==> config.mk <==
export PLATFORM = sky130hd
export DESIGN_NAME = serial_rx_bitsync_flat
export DESIGN_NICKNAME = d
export VERILOG_FILES = /design/src/rtl/serial_rx_bitsync_if.sv /design/src/rtl/serial_rx_bitsync.sv /design/src/flat_wrapper.sv
export SDC_FILE = /design/constraint.sdc
export NUM_CORES = 1
export LEC_CHECK = 0
export ABC_AREA = 1
export CAP_MARGIN = 20
export CORE_UTILIZATION = 53
export DETAILED_ROUTE_END_ITERATION = 8
export GPL_TIMING_DRIVEN = 0
export PLACE_DENSITY = 0.77
export SYNTH_ARGS = -nofsm -noshare
export SYNTH_HDL_FRONTEND = slang
export SYNTH_SLANG_ARGS = --single-unit
==> constraint.sdc <==
create_clock -name clk -period 1.8 [get_ports clk]
set_input_delay 0.45 -clock clk [delete_from_list [all_inputs] [get_ports clk]]
set_output_delay 0.45 -clock clk [all_outputs]
set_load 0.005 [all_outputs]
==> src/rtl/serial_rx_bitsync_if.sv <==
// Parallel-side bundle of the bit-synchronous serial receiver: the serial line in,
// the deframed word and its status strobes out.
interface serial_rx_bitsync_if #(
  parameter int WIDTH = 8
);
  logic             din;
  logic [WIDTH-1:0] dout;
  logic             valid;
  logic             frame_err;
  logic             par_err;
  logic             busy;

  // master: line driver / word consumer; slave: the receiver itself
  modport master (output din, input dout, valid, frame_err, par_err, busy);
  modport slave  (input din, output dout, valid, frame_err, par_err, busy);
endinterface

==> src/rtl/serial_rx_bitsync.sv <==
// Bit-synchronous serial frame receiver: one bit per clk, start/data(LSB first)/[even parity]/stop,
// presents each good word with a one-cycle valid strobe.
module serial_rx_bitsync #(
  parameter int WIDTH     = 8,
  parameter bit PARITY_EN = 1'b0
) (
  input  logic               clk,
  input  logic               rst,
  serial_rx_bitsync_if.slave bus
);

  localparam int             CW   = (WIDTH > 1) ? $clog2(WIDTH) : 1;
  localparam logic [CW-1:0]  LAST = CW'(WIDTH - 1);

  typedef enum logic [2:0] {
    IDLE,
    DATA,
    PARITY,
    STOP,
    WAIT_IDLE
  } state_t;

  state_t           state, state_d;
  logic [CW-1:0]    cnt, cnt_d;
  logic [WIDTH-1:0] shreg, shreg_d;
  logic             pbad, pbad_d;
  logic [WIDTH-1:0] dout, dout_d;
  logic             valid, valid_d;
  logic             frame_err, frame_err_d;
  logic             par_err, par_err_d;

  // NOTE: every state element, including the shift register, is cleared by reset so an
  // aborted frame can never leak partial data; sequential state uses non-blocking only.
  always_ff @(posedge clk or negedge rst) begin
    if (!rst) begin
      state     <= IDLE;
      cnt       <= '0;
      shreg     <= '0;
      pbad      <= 1'b0;
      dout      <= '0;
      valid     <= 1'b0;
      frame_err <= 1'b0;
      par_err   <= 1'b0;
    end else begin
      state     <= state_d;
      cnt       <= cnt_d;
      shreg     <= shreg_d;
      pbad      <= pbad_d;
      dout      <= dout_d;
      valid     <= valid_d;
      frame_err <= frame_err_d;
      par_err   <= par_err_d;
    end
  end

  // NOTE: each variable gets a default before the case so no path leaves it unassigned
  // (no latches); the strobes default low so they last exactly one cycle.
  always_comb begin
    state_d     = state;
    cnt_d       = cnt;
    shreg_d     = shreg;
    pbad_d      = pbad;
    dout_d      = dout;
    valid_d     = 1'b0;
    frame_err_d = 1'b0;
    par_err_d   = 1'b0;

    unique case (state)
      IDLE: begin
        if (!bus.din) begin
          state_d = DATA;
          cnt_d   = '0;
          pbad_d  = 1'b0;
        end
      end

      DATA: begin
        shreg_d[cnt] = bus.din;
        if (cnt == LAST) begin
          state_d = PARITY_EN ? PARITY : STOP;
        end else begin
          cnt_d = cnt + CW'(1);
        end
      end

      PARITY: begin
        // even parity: data plus parity bit must contain an even number of ones
        pbad_d  = ^{shreg, bus.din};
        state_d = STOP;
      end

      STOP: begin
        if (bus.din) begin
          if (PARITY_EN && pbad) begin
            par_err_d = 1'b1;
          end else begin
            dout_d  = shreg;
            valid_d = 1'b1;
          end
          state_d = IDLE;
        end else begin
          // a broken stop bit outranks parity and the line must return high before rearming
          frame_err_d = 1'b1;
          state_d     = WAIT_IDLE;
        end
      end

      WAIT_IDLE: begin
        if (bus.din) state_d = IDLE;
      end

      default: state_d = IDLE;
    endcase
  end

  assign bus.dout      = dout;
  assign bus.valid     = valid;
  assign bus.frame_err = frame_err;
  assign bus.par_err   = par_err;
  assign bus.busy      = (state != IDLE);

endmodule

==> src/flat_wrapper.sv <==
// flat-port wrapper written by rule: the top's interface ports become plain ports
module serial_rx_bitsync_flat 
#(
  parameter int WIDTH     = 8,
  parameter bit PARITY_EN = 1'b0
)
  (clk, rst, bus_din, bus_dout, bus_valid, bus_frame_err, bus_par_err, bus_busy);
  serial_rx_bitsync_if #(.WIDTH(WIDTH)) bus_i ();
  input  logic clk;
  input  logic rst;
  input wire logic [$bits(bus_i.din)-1:0] bus_din;
  output wire logic [$bits(bus_i.dout)-1:0] bus_dout;
  output wire logic [$bits(bus_i.valid)-1:0] bus_valid;
  output wire logic [$bits(bus_i.frame_err)-1:0] bus_frame_err;
  output wire logic [$bits(bus_i.par_err)-1:0] bus_par_err;
  output wire logic [$bits(bus_i.busy)-1:0] bus_busy;
  assign bus_i.din = bus_din;
  assign bus_dout = bus_i.dout;
  assign bus_valid = bus_i.valid;
  assign bus_frame_err = bus_i.frame_err;
  assign bus_par_err = bus_i.par_err;
  assign bus_busy = bus_i.busy;
  serial_rx_bitsync #(.WIDTH(WIDTH), .PARITY_EN(PARITY_EN)) u_core (.clk(clk), .rst(rst), .bus(bus_i));
endmodule
==> metrics.txt <==
outcome completed; routed vias approximately 960; Die X 48.4 um; FMAX approximately 610 MHz; cell family with most CP delay buffers and inverters; initial antenna violation count 0; FP Rows 16; # DRC 0; wire length per cell around 11 um; htree depth 1; multi-input gate area in the final layout 460 sq um; min Tclk post-route 1640 ps; Worst EP arrival 1190 ps; crit end category output pin; met3 usage 2.83%; Final Non-Filler Cells a little under 200; Initial DRC Count 20; synthesized area per cell 7.82 sq um; EDFF count, synth 0; Vias/cell 4.94; core area 2000 sq um; Starting Density 57.0%; pre-CTS WS 42.8 ps; Worst Path Required 1350 ps; gr ovfl total 0; worst skew pair latency ~310 ps; GRT busiest layer met2; WP buf/inv 1; total of max-cap violations 0; largest net degree at the start of global routing 25; post-synthesis async set-or-reset flop share 100%; most common cell in the netlist nand2_1; die area 2340 sq um; area leader, netlist dfrtp_1; Die H 48.4 um; synthesized area 1140 sq um; Hold WS 422 ps; clk root buf clkbuf_4; slowest CP cell clkdlybuf4s50_1; final clock skew around 3.6 ps; GP Congestion 0.760; final hold vios 0; Nets 174; Placed Instances 186; Max FO, Critical Path 2; Final Slew Violations 0; Yosys reg bits 24; Total GRT Usage 20.8%; critical path class register to output pin; area growth from synthesis to layout 22.3%; first-pass GRT wire length 3710 um; CP peak stage delay 500 ps; Routed WL 2170 um; # port buffers 13; FF-to-FF setup slack 340 ps; syn nets around 150; vias in the first global route 867; CP Launch Type register; met1 capacity usage during global routing 25.4%; Antenna Nets Post-Route 0; Fin Setup TNS 0 ps; GR Util met2 36.9%; ANT cells 0; setup ws final 155 ps; fin crit share 91.4%; IO Count 15; predominant post-synthesis flop cell dfrtp_1; CTS buffer count 3; Cell Pwr Density ~1600 nW/um^2; cts hold-fix bufs 0; clock sinks 24; clk buf depth 2; Pleak 0.727 nW; share of cells above drive strength 1 13.2%; Fill cells 167; Syn. warnings 0; Pre-antenna DRT Iters 4; crit-path cells clkdlybuf4s50_1; TritonCTS clock tree built; DP HPWL 1500 um; RSZ-0062 raised after global routing no; worst min path class primary input to asynchronous set/reset pin; Gate Count Post-Synth ~150; Final setup viols 0; Util after Layout a little over two thirds; Reg area roughly 600 sq um; Unique masters post-synth 16; synth top area cells dfrtp_1 (53%), nand2_1 (22%), nand3_1 (7.0%), nor2_1 (4.3%), inv_1 (3.3%); Worst-path clk slew 120 ps; Synth top area share 52.6%; Max rail drop VDD 0.989 mV; Seq/Total Area, Yosys 52.6%; synth cell count leaders nand2_1 (66), dfrtp_1 (24), nand3_1 (16)
## cell type report
cell class,instances,area share [%]
plain buffers,4,2.69
clock buffers,3,1.61
multi-input cells,106,33.0
inverters,12,3.59
flip-flops and latches,24,43.3
well taps,27,2.42
repair buffers,18,13.4
## stage by stage
step | power [mW] | cell area (sq um)
finish | 2.21 | 1400
global route | 2.41 | 1400
CTS | 2.21 | 1370
detailed placement | 1.91 | 1310
global placement | 1.85 | 1310
floorplan | 1.55 | 1140
## cells by family after synthesis
| logic type | Yosys count | synth area share [%] |
|---|---|---|
| other | 1 | 0.329 |
| buffers and inverters | 16 | 7.68 |
| and+or+nand+nor | 100 | 35.9 |
| DFF | 24 | 52.6 |
| adders and majority gates | 2 | 2.19 |
| AOI/OAI and AO/OA | 3 | 1.32 |
## layout by cell type, fill, tap and decap left out
| cell type | n |
|---|---|
| nand2_1 | 66 |
| dfrtp_1 | 21 |
| nand3_1 | 16 |
| nor2_1 | 12 |
| clkdlybuf4s50_1 | 12 |
| inv_1 | 10 |
| buf_4 | 6 |
| clkbuf_4 | 3 |
| dfrtp_2 | 3 |
| nor2_2 | 2 |
| nand2_2 | 2 |
| buf_6 | 2 |
| o21ai_0 | 2 |
| ha_1 | 2 |
| nor2_4 | 1 |
| clkinv_4 | 1 |
| a21oi_1 | 1 |
| inv_2 | 1 |
| nand3b_1 | 1 |
| conb_1 | 1 |
| buf_16 | 1 |
| dlygate4sd2_1 | 1 |
## state kept, by name, indices dropped and copies added (netlist names)
| name | count |
|---|---|
| u_core.bus.dout | 8 |
| u_core.bus.frame_err | 1 |
| u_core.bus.valid | 1 |
| u_core.cnt | 3 |
| u_core.shreg | 8 |
| u_core.state | 3 |
## worst paths after layout
| check | startpoint | end | cells past startpoint |
|---|---|---|---|
| hold / removal | rst | u_core.bus.dout[3]$_DFFE_PN0P_ | 1 |
| max in group asynchronous | rst | u_core.shreg[1]$_DFFE_PN0P_ | 2 |
| hold reg to reg | u_core.shreg[1]$_DFFE_PN0P_ | u_core.shreg[1]$_DFFE_PN0P_ | 2 |
| setup / recovery | u_core.bus.dout[3]$_DFFE_PN0P_ | bus_dout[3] | 1 |
| min in group clk | u_core.shreg[1]$_DFFE_PN0P_ | u_core.shreg[1]$_DFFE_PN0P_ | 2 |
| setup reg to reg | u_core.cnt[1]$_DFFE_PN0P_ | u_core.cnt[2]$_DFFE_PN0P_ | 7 |
## where the power goes
group          switching, mW  internal (mW)  leakage (nW)  total (mW)
registers              0.153          0.776         0.298       0.930
logic                  0.562          0.490         0.415        1.05
clock network          0.148         0.0782        0.0138       0.227
total                  0.864           1.34         0.727        2.21
## metal layers
layer / wire (um) / share of wire, %
met1: 989 / 46
met2: 1100 / 51
met3: 37 / 1.7
met4: 41 / 1.9
met5: 0 / 0
## repair_timing
| action | CTS | global route |
|---|---|---|
| gates resized for setup | 6 | 0 |
| endpoints found under the setup margin | 1 | 0 |
| buffers inserted | 4 | 0 |
No activity file was read; power rests on OpenSTA's default activity.
